--- config.mk ---
export PLATFORM = sky130hd
export DESIGN_NAME = mpu_fault_unit
export DESIGN_NICKNAME = d
export VERILOG_FILES = /design/src/rtl/mpu_fault_unit.sv
export SDC_FILE = /design/constraint.sdc
export NUM_CORES = 1
export LEC_CHECK = 0
export CAP_MARGIN = 5
export CORE_MARGIN = 5
export CORE_UTILIZATION = 30
export DETAILED_ROUTE_END_ITERATION = 8
export GPL_TIMING_DRIVEN = 0
export PLACE_DENSITY_LB_ADDON = 0.2
export SLEW_MARGIN = 20
export SYNTH_ARGS = -nofsm -noshare
export SYNTH_HDL_FRONTEND = slang
export SYNTH_SLANG_ARGS = --single-unit
--- constraint.sdc ---
create_clock -name clk -period 4 [get_ports clk]
set_input_delay 0.4 -clock clk [delete_from_list [all_inputs] [get_ports clk]]
set_output_delay 0.4 -clock clk [all_outputs]
set_load 0.02 [all_outputs]
--- src/rtl/mpu_fault_unit.sv ---
// MPU fault consumer: aligns the access stream to the fault pulse, records the first
// fault, counts overflows and raises irq_req. Optional MPU_FAULT_STAMP_EN adds a cycle stamp.
module mpu_fault_unit #(
  parameter logic [11:0] CsrBase    = 12'h430,
  parameter int unsigned AlignDelay = 1,
  parameter int unsigned OvfWidth   = 8
) (
  input  logic        clk,
  input  logic        reset,
  input  logic        mem_fault,
  input  logic [15:0] addr,
  input  logic [6:0]  op,
  input  logic [3:0]  id,
  input  logic        irq_ack,
  input  logic        csr_enable,
  input  logic [11:0] csr_addr,
  input  logic        csr_write,
  input  logic [31:0] csr_wdata,
  output logic [31:0] csr_rdata,
  output logic        irq_req
);

  localparam logic [11:0] A_STATUS = CsrBase;
  localparam logic [11:0] A_ADDR   = CsrBase + 12'd1;
  localparam logic [11:0] A_CTRL   = CsrBase + 12'd2;
  localparam logic [11:0] A_STAMP  = CsrBase + 12'd3;
  localparam logic [6:0]  OP_STORE = 7'b0100011;

  typedef enum logic [1:0] {IDLE, PENDING, ACTIVE} state_t;

  state_t state, state_nxt;

  logic [26:0] pipe [AlignDelay];
  logic [26:0] pipe_out;

  logic                valid;
  logic                overflow;
  logic                is_store;
  logic [3:0]          rec_id;
  logic [15:0]         rec_addr;
  logic [OvfWidth-1:0] ovf_count;
  logic                irq_en, irq_en_nxt;

  logic clear, ctrl_wr, capture, overflow_hit;
  logic [30:0] unused_wdata;

  assign unused_wdata = csr_wdata[31:1];
  assign pipe_out     = pipe[AlignDelay-1];
  assign clear        = csr_enable && csr_write && (csr_addr == A_STATUS) && csr_wdata[0];
  assign ctrl_wr      = csr_enable && csr_write && (csr_addr == A_CTRL);
  // A clear in the same cycle as a fault frees the record, so the fault starts afresh.
  assign capture      = mem_fault && ((state == IDLE) || clear);
  assign overflow_hit = mem_fault && !capture;
  assign irq_en_nxt   = ctrl_wr ? csr_wdata[0] : irq_en;

  always_comb begin
    state_nxt = state;
    if (capture)
      state_nxt = PENDING;
    else if (clear)
      state_nxt = IDLE;
    else if ((state == PENDING) && irq_ack)
      state_nxt = ACTIVE;
  end

  always_ff @(posedge clk) begin
    if (reset) begin
      for (int unsigned i = 0; i < AlignDelay; i++) pipe[i] <= '0;
    end else begin
      pipe[0] <= {id, op, addr};
      for (int unsigned i = 1; i < AlignDelay; i++) pipe[i] <= pipe[i-1];
    end
  end

  always_ff @(posedge clk) begin
    if (reset) begin
      state     <= IDLE;
      valid     <= 1'b0;
      overflow  <= 1'b0;
      is_store  <= 1'b0;
      rec_id    <= '0;
      rec_addr  <= '0;
      ovf_count <= '0;
      irq_en    <= 1'b1;
      irq_req   <= 1'b0;
    end else begin
      state   <= state_nxt;
      irq_en  <= irq_en_nxt;
      irq_req <= (state_nxt == PENDING) && irq_en_nxt;
      if (capture) begin
        valid     <= 1'b1;
        overflow  <= 1'b0;
        ovf_count <= '0;
        rec_addr  <= pipe_out[15:0];
        is_store  <= (pipe_out[22:16] == OP_STORE);
        rec_id    <= pipe_out[26:23];
      end else if (clear) begin
        valid     <= 1'b0;
        overflow  <= 1'b0;
        ovf_count <= '0;
        rec_addr  <= '0;
        is_store  <= 1'b0;
        rec_id    <= '0;
      end else if (overflow_hit) begin
        overflow <= 1'b1;
        if (ovf_count != '1) ovf_count <= ovf_count + OvfWidth'(1);
      end
    end
  end

`ifdef MPU_FAULT_STAMP_EN
  logic [31:0] cycle_cnt;
  logic [31:0] stamp;

  always_ff @(posedge clk) begin
    if (reset) begin
      cycle_cnt <= '0;
      stamp     <= '0;
    end else begin
      cycle_cnt <= cycle_cnt + 32'd1;
      if (capture)
        stamp <= cycle_cnt;
      else if (clear)
        stamp <= '0;
    end
  end
`else
  logic [31:0] stamp;
  assign stamp = '0;
`endif

  always_comb begin
    csr_rdata = '0;
    case (csr_addr)
      A_STATUS: begin
        csr_rdata[0]    = valid;
        csr_rdata[1]    = overflow;
        csr_rdata[2]    = is_store;
        csr_rdata[7:4]  = rec_id;
        csr_rdata[15:8] = 8'(ovf_count);
      end
      A_ADDR:  csr_rdata = {16'h0, rec_addr};
      A_CTRL:  csr_rdata = {31'h0, irq_en};
      A_STAMP: csr_rdata = stamp;
      default: csr_rdata = '0;
    endcase
  end

endmodule
Yosys cells after proc, flatten, opt, wreduce, memory -nomap -nowiden

Memory sizes are Yosys's and may differ from the RTL's.
Index checks and enable logic that the tools add are counted.

Flip-flop bits (word level): 35
RAM bits: 27
Bits of input ports: 77
Logic and storage cells: 52
Memories kept: 1

Memories:

| memory | depth | bits a word | rd ports | clocked after Yosys merged registers in | write ports | line | source |
|---|---|---|---|---|---|---|---|
| pipe   | 1     | 27          | 1        | 0                                       | 1           | 33   | `logic [26:0] pipe [AlignDelay];` |

$add $sub $neg: 1
Equality and inequality tests: 7
Mux-type cells: 19
Reductions and logical operators: 15

Operators with widths:

| operator                                                           | count |
|---|---|
| 12-bit by 11-bit == test with 1-bit output (second input constant) | 3 |
| 16-bit 2-to-1 mux                                                  | 2 |
| 27-bit 2-to-1 mux                                                  | 1 |
| 27-bit OR reduction                                                | 1 |
| 12-bit one-hot mux with 2 select lines                             | 1 |
| 1-bit 2-to-1 mux                                                   | 9 |
| 3-bit one-hot mux with 3 select lines                              | 1 |
| 8-bit by 1-bit adder with 8-bit output (second input constant)     | 1 |
| 1-bit logical AND                                                  | 8 |
| 4-bit 2-to-1 mux                                                   | 2 |
| 8-bit inequality test (second input constant)                      | 1 |
| 7-bit by 6-bit == test with 1-bit output (second input constant)   | 1 |
| 2-bit 2-to-1 mux                                                   | 3 |
| 2-bit by 1-bit == test with 1-bit output (second input constant)   | 2 |
| 3-bit OR reduction                                                 | 1 |
| 2-bit zero test                                                    | 1 |
| 2-bit AND reduction                                                | 1 |
| 2-bit nonzero test                                                 | 1 |
| 1-bit zero test                                                    | 1 |
| 1-bit logical OR                                                   | 1 |

Logic depth before layout (Yosys ltp)

Gate-level depths: netlist of the first run.

Word-level depth: 8
Gate-level depth with buffers: 7
Gate-level depth less buffers: 5

Worst setup path before layout of the first run

No wires, ideal clock.

Path type: input-to-output
From: in csr_addr[7]
To: out csr_rdata[10]
Arrival: 1.778 ns
Required time: 3.600 ns
Slack: 1.822 ns
Stages on the path: 6
Path through: nor4_4 > nand4b_1 > or2_1 > clkbuf_1 > clkbuf_1 > nor2_1

Cells in the longest elaborated chain, start to end: 2

Ends and longest elaborated chain:

| item                                       | line | source |
|---|---|---|
| from (decl)                                | 16   | `input logic [11:0] csr_addr,` |
| 12-bit by 11-bit == test with 1-bit output | 134  | `case (csr_addr)` |
| 12-bit one-hot mux with 2 select lines *   | 134  |  |
| to (decl)                                  | 19   | `output logic [31:0] csr_rdata,` |

Mark *: on every way between the ends. The rest lies on a longest branch, timed or not.

Worst setup path in the final report of the first run

From: in csr_addr[7]
To: out csr_rdata[5]

The elaborated chain is that of the path after synthesis.

==> results of run 1 <==
## stage by stage
stage,util,instance area (µm²)
floorplan,-,2620
global route,0.428,3540
detailed placement,0.405,3350
global placement,0.405,3350
finish,0.428,3540
CTS,0.428,3540
## layout make-up
cell class / count / area, µm² / share of cell area
inverters: 4 / 15.0 / 0.00424
clock buffers: 11 / 141 / 0.0400
repair buffers: 60 / 601 / 0.170
multi-input cells: 172 / 1160 / 0.329
flip-flops and latches: 62 / 1240 / 0.351
well taps: 105 / 131 / 0.0371
plain buffers: 31 / 196 / 0.0555
clock inverters: 4 / 47.5 / 0.0134
## layer usage
metal / part of all wire / vias up / wire [µm] / GRT usage
met2: 0.47 / 66 / 2680 / 0.184
li1: - / 1039 / - / -
met4: 0.011 / 0 / 62 / 0.0394
met3: 0.072 / 7 / 416 / 0.0444
met1: 0.45 / 906 / 2590 / 0.137
met5: 0 / - / 0 / 0
## state kept, by name, indices dropped and copies added (netlist names)
name	cells
state	2
rec_id	4
valid	1
pipe	27
irq_req	1
irq_en	1
rec_addr	16
overflow	1
is_store	1
ovf_count	8
## synthesized netlist by cell type (all sizes together), types with 2 or more instances
master and count:
nand3 4, or3 2, mux2i 16, dfxtp 62, and4 3, a31oi 2, and3b 2, buf 21
clkbuf 10, and4bb 2, o31ai 4, nand2 7, and2 2, and3 2, o21ai 5, or2 2
nor2b 28, o211ai 2, or4 4, nor2 21, a21oi 11, inv 4, nand4 4, a22o 19
## placed cells by master, fill, tap and decap left out, types with 2 or more instances in the layout
| master | Yosys | layout |
|---|---|---|
| nor2_1 | 21 | 21 |
| nand2_1 | 7 | 7 |
| a22o_1 | 19 | 19 |
| o21ai_1 | 4 | 4 |
| nor2b_1 | 28 | 28 |
| a21oi_1 | 11 | 11 |
| and3_1 | 2 | 2 |
| clkdlybuf4s50_1 | 0 | 60 |
| or2_1 | 2 | 2 |
| and2_1 | 2 | 2 |
| nand3_1 | 4 | 4 |
| buf_6 | 2 | 2 |
| conb_1 | 1 | 16 |
| dfxtp_1 | 62 | 62 |
| and4_1 | 2 | 2 |
| mux2i_1 | 16 | 16 |
| or3_1 | 2 | 2 |
| inv_1 | 4 | 4 |
| clkbuf_8 | 0 | 10 |
| buf_4 | 16 | 16 |
| o211ai_1 | 2 | 2 |
| or4_1 | 4 | 4 |
| a31oi_1 | 2 | 2 |
| clkinv_2 | 0 | 2 |
| o31ai_1 | 4 | 4 |
| nand4_1 | 3 | 3 |
| buf_2 | 3 | 3 |
| clkbuf_1 | 9 | 10 |
## critical path: cells and delay by family
family        cells  cell delay (ns)
simple gates      4             1.03
buf+inv           4             1.52
## final timing paths
path,from,endpoint,slack [ns]
max,csr_addr[7],csr_rdata[5],0.65
max reg2reg,ovf_count[0],ovf_count[5],2.21
min,pipe[0][25],rec_id[2],0.44
min reg2reg,pipe[0][25],rec_id[2],0.44
## cells by family (layout without fill, tap and decap cells)
| family | Yosys count | after routing | synth area share |
|---|---|---|---|
| DFF | 62 | 62 | 0.485 |
| adders and majority gates | 1 | 1 | 0.00489 |
| muxes | 16 | 16 | 0.0626 |
| AOI/OAI and AO/OA | 49 | 49 | 0.144 |
| and+or+nand+nor | 90 | 90 | 0.220 |
| buffers and inverters | 35 | 110 | 0.0826 |
| other | 1 | 16 | 0.00146 |
## power by group
part / internal, mW / switching (mW) / leakage (nW)
Clock: 0.299 / 0.229 / 0.0952
Combinational: 0.0840 / 0.0711 / 0.795
Sequential: 0.647 / 0.0127 / 0.510
Total: 1.03 / 0.313 / 1.40
==> impl_results.md, run 1 <==
* Post-detail-place hpwl at approximately 4.4 mm
* Overall die height at around 100 µm
* Ratio of routed vias to standard cells at between 4 and 5
* Total number of nets in the final design at ~420
* Pin count of the biggest net entering global routing at 11
* Area share of the largest cell type after synthesis at 0.485
* Critical path data arrival time at approximately 3.0 ns
* Detailed Route WL at 5.75 mm
* Hold Vio Cnt, Final at 0
* Top achievable clock speed at around 0.3 GHz
* Number of cells in the design after placement at 434
* CTS tree: yes
* IO buf count at 60
* Final setup skew at just over 0.009 ns
* Num CTS Buffers at 9
* Total power of the final layout at ~1.3 mW
* Average cell area after synthesis at between 10 and 15 µm²
* Detailed Route Iter0 Violations at slightly below 90
* Hold Slack at about 0.44 ns
* Crit Path Class: input pin to primary output
* Layout Cells excl Fill at roughly 450
* Run status: finished clean
* Synth area leader: dfxtp_1
* Latest clock arrival within the worst-skew pair at 0.34 ns
* Number of H-tree levels at 3
* Crit path cell chain: clkdlybuf4s50_1, nor4_4, nand4b_1, or2_1, clkbuf_1, clkbuf_1, nor2_1, clkdlybuf4s50_1
* Worst r2r path cells at 6
* Maximum fanout encountered on the critical timing path at 10
* Vias in the first global route at between 1500 and 2000
* Initial antenna violation count at 0
* Number of fillers in the final layout at around 830
* Worst min-delay path class: flop to flop
* Residual DRC at 0
* Number of buffers inserted by hold repair at cts at 0
* Via count of the routed design at 2018
* Effective utilization at floorplan at 0.310
* Horiz. Die Dim at between 100 and 150 µm
* Min-Delay Path Depth at 1
* Post-DRT Antenna Nets at 0
* Post-synthesis sequential area ratio at 0.485
* Maximum vdd drop at ~0.17 mV
* Layout overhead on the synthesized area at 38.2%
* Count of TritonRoute iterations in the first routing pass at 4
* Final setup violating endpoints at 0
* Static leakage at ~1.4 nW
* Worst slack, placed at between 0.5 and 0.6 ns
* MaxCap Viol Count at 0
* Seq cells post-synth at a little over 60
* GR Overflow Total at 0
* Primary flip-flop cell chosen by synthesis mapping: dfxtp_1
* Power density cells at 380 mW/mm²
* TritonCTS sink count at a little over 60
* Total routing usage reported by global routing at 0.114
* Slew of the pin with the lowest slew margin at ~0.7 ns
* Buffer cell driving the clock tree root: clkbuf_8
* Number of primary I/O pins at 110
* Max incr delay on CP at 0.63 ns
* Share of the clock period used by the worst path at 0.837
* Critical Path Sink Type: primary output
* Synth top area cells: dfxtp_1 48%, nor2b_1 6.8%, a22o_1 6.5%
* Time the final worst path needs with I/O delays and setup at about 3.3 ns
* Final weighted congestion in routability-driven placement at about 0.74
* Synth Instances at roughly 250
* Core region area at 0.00826 mm²
* Post-synthesis async set-or-reset flop share at 0
* Unrepaired setup endpoints after global routing: no
* Number of synthesized flops with an enable pin at 0
* Wirelength per Cell at between 10 and 15 µm
* CTS-repair resized insts at 0
* Clock transition at the register clock pins on the worst setup and hold paths after CTS at roughly 0.06 ns
* Cell Rows at 33
* Cell type of the slowest stage on the worst timing path: clkdlybuf4s50_1
* Post-CTS setup buffer count at 0
* Overall die area at ~0.010 mm²
* Number of distinct library cell variants in the gate-level netlist after synthesis at 47
* Wire length of the first global-routing pass at 9.18 mm
* Total negative slack for setup checks at 0 ns
* WP data required at ~3.6 ns
* Antenna Cells at 0
* Category of the worst setup path launch point: input pin
* Post-synthesis cell area at about 0.0026 mm²
* Remaining max-slew budget at the tightest pin at 0.520
* Fraction of final layout cells with drive strength greater than 1 at 0.122
* Warning count from the yosys run at 0
* Final worst-path setup slack at between 0.6 and 0.7 ns
* Max-slew violation count at 0
* Buffers from clock root to sink, at most at 2
No activity file was read; power rests on OpenSTA's default activity.
==> run 2: changes to the inputs <==
==> constraint.sdc (replaced) <==
create_clock -name clk -period 3.2 [get_ports clk]
set_input_delay 0.32 -clock clk [delete_from_list [all_inputs] [get_ports clk]]
set_output_delay 0.32 -clock clk [all_outputs]
set_load 0.02 [all_outputs]
==> impl_results.md, run 2 (same netlist as run 1, synthesis figures left out) <==
* Critical Path Sink Type: primary output (unchanged)
* Power density cells at 472 mW/mm² (was 380 mW/mm²)
* Latest clock arrival within the worst-skew pair at 0.33 ns (was 0.34 ns)
* Horiz. Die Dim at 102 µm (unchanged)
* Core region area at 0.00826 mm² (unchanged)
* Buffer cell driving the clock tree root: clkbuf_8 (unchanged)
* Critical path data arrival time at 2.67 ns (was 2.95 ns)
* Number of primary I/O pins at 110 (unchanged)
* Unrepaired setup endpoints after global routing: no (unchanged)
* Number of H-tree levels at 3 (unchanged)
* Final setup violating endpoints at 0 (unchanged)
* Layout overhead on the synthesized area at 38.7% (was 38.2%)
* Buffers from clock root to sink, at most at 2 (unchanged)
* Detailed Route WL at 5.77 mm (was 5.75 mm)
* Count of buffering cells on the critical path with inverters included at 4 (unchanged)
* Post-detail-place hpwl at 4.36 mm (unchanged)
* TritonCTS sink count at 62 (unchanged)
* Residual DRC at 0 (unchanged)
* Time the final worst path needs with I/O delays and setup at 2.99 ns
* Most frequent cell on the critical path: clkdlybuf4s50_1
* Total number of nets in the final design at 419 (was 418)
* Antenna Cells at 0 (unchanged)
* Via count of the routed design at 2023 (was 2018)
* Remaining max-slew budget at the tightest pin at 0.520 (about the same)
* Max reg flops at 27 (unchanged)
* Cell type of the slowest stage on the worst timing path: clkdlybuf4s50_1 (unchanged)
* Maximum vdd drop at 0.215 mV (was 0.172 mV)
* Top achievable clock speed at ~0.33 GHz
* Crit Path Class: input pin to primary output (unchanged)
* Share of the clock period used by the worst path at 0.936
* Post-DRT Antenna Nets at 0 (unchanged)
* Clock transition at the register clock pins on the worst setup and hold paths after CTS at 0.06 ns (about the same)
* Worst min-delay path class: input pin to flop (was flop to flop)
* Crit-path leading delay family: buffers and inverters (unchanged)
* Wirelength per Cell at 12.8 µm (about the same)
* CTS tree: yes (unchanged)
* Maximum fanout encountered on the critical timing path at 10 (unchanged)
* Number of buffers inserted by hold repair at cts at 0 (unchanged)
* Cell Rows at 33 (unchanged)
* Slew of the pin with the lowest slew margin at 0.720 ns (was 0.721 ns)
* IO buf count at 60 (unchanged)
* Overall die area at 0.0105 mm² (unchanged)
* Hold Vio Cnt, Final at 0 (unchanged)
* Pin count of the biggest net entering global routing at 11 (unchanged)
* Run status: finished clean (unchanged)
* Hold Slack at 0.371 ns (was 0.440 ns)
* Biggest regs: pipe: 27 flops, rec_addr: 16 flops, ovf_count: 8 flops (unchanged)
* Total routing usage reported by global routing at 0.114 (about the same)
* Max incr delay on CP at 0.62 ns (was 0.63 ns)
* Num CTS Buffers at 9 (unchanged)
* Category of the worst setup path launch point: input pin (unchanged)
* Initial antenna violation count at 0 (unchanged)
* Number of fillers in the final layout at 825 (was 827)
* Static leakage at 1.44 nW (was 1.40 nW)
* Number of cells in the design after placement at 434 (unchanged)
* Detailed Route Iter0 Violations at 100 (was 89)
* Wire length of the first global-routing pass at 9.23 mm (was 9.18 mm)
* Register with the most flip-flops: pipe (unchanged)
* GR Overflow Total at 0 (unchanged)
* Fraction of final layout cells with drive strength greater than 1 at 0.130 (was 0.122)
* Layout Cells excl Fill at 450 (was 449)
* Total power of the final layout at 1.68 mW (was 1.34 mW)
* Most frequent cells in the layout: 62 x dfxtp_1, 58 x clkdlybuf4s50_1, 28 x nor2b_1 (was 62 x dfxtp_1, 60 x clkdlybuf4s50_1, 28 x nor2b_1)
* Count of TritonRoute iterations in the first routing pass at 4 (unchanged)
* WP data required at 2.88 ns (was 3.60 ns)
* Final weighted congestion in routability-driven placement at 0.737 (unchanged)
* Vias in the first global route at 1968 (was 1955)
* Overall die height at 102 µm (unchanged)
* Most frequent standard cell in the layout excluding fill and tap cells: dfxtp_1 (unchanged)
* Effective utilization at floorplan at 0.310 (unchanged)
* Max-slew violation count at 0 (unchanged)
* MaxCap Viol Count at 0 (unchanged)
* Final setup skew at 0.00904 ns (was 0.00925 ns)
* Ratio of routed vias to standard cells at 4.50 (was 4.49)
* Crit path cell chain: clkdlybuf4s50_1, nor4_4, nand4b_1, or2_1, clkbuf_1, clkbuf_2, nor2_1, clkdlybuf4s50_1 (was clkdlybuf4s50_1, nor4_4, nand4b_1, or2_1, clkbuf_1, clkbuf_1, nor2_1, clkdlybuf4s50_1)
-- run 2: timing repair --
item                                   4_1_cts  5_1_grt
gates resized for setup                      1        3
endpoints found under the hold margin        0        0
pin swaps                                    1        0
setup endpoints to repair                   10        7
cloned                                       0        0
buffers inserted                             1        0
-- run 2: metal layers --
| layer | vias up | global-route usage | share of wire |
|---|---|---|---|
| met2 | 58 | 0.185 | 0.47 |
| met3 | 6 | 0.0444 | 0.062 |
| met4 | 0 | 0.0394 | 0.011 |
| met5 | - | 0 | 0 |
| met1 | 917 | 0.138 | 0.46 |
| li1 | 1042 | - | - |
-- run 2: path summary, 6_finish.rpt --
path | from | endpoint | slack [ns] | depth (start not counted)
max | csr_addr[8] | csr_rdata[13] | 0.21 | 8
min | mem_fault | valid | 0.37 | 3
max reg2reg | ovf_count[0] | ovf_count[5] | 1.41 | 6
min reg2reg | pipe[0][25] | rec_id[2] | 0.44 | 1
-- run 2: worst reg2reg max path, delay by kind of cell, from the launching register on --
family / cells / cell delay (ns)
flip-flops: 1 / 0.43
adder cells (fa/ha/maj): 1 / 0.28
AND/OR/NAND/NOR: 2 / 0.29
AO/OA/AOI/OAI: 2 / 0.32
buffers and inverters: 1 / 0.35
-- run 2: stage by stage --
step / worst slack, ns / area [µm²] / utilization / setup TNS (ns)
detailed placement: -0.0555 / 3350 / 0.405 / -0.265
global placement: -0.0491 / 3350 / 0.405 / -0.263
finish: 0.206 / 3550 / 0.430 / 0
floorplan: 1.18 / 2620 / - / 0
global route: 0.0108 / 3550 / 0.430 / 0
CTS: 0.113 / 3550 / 0.429 / 0
-- run 2: where the power goes --
part	leakage, nW	switching [mW]	total [mW]	internal [mW]
Sequential	0.510	0.0159	0.825	0.809
Clock	0.0952	0.283	0.657	0.374
Combinational	0.838	0.0890	0.194	0.105
Total	1.44	0.388	1.68	1.29
-- run 2: layout make-up --
class	instances	area, µm²	area share
clock inverter	4	47.5	0.0134
multi-input combinational	172	1160	0.328
inverter	4	15.0	0.00423
sequential	62	1240	0.350
tap	105	131	0.0370
clock buffer	11	141	0.0398
timing repair buffer	61	613	0.173
buffer	31	198	0.0557
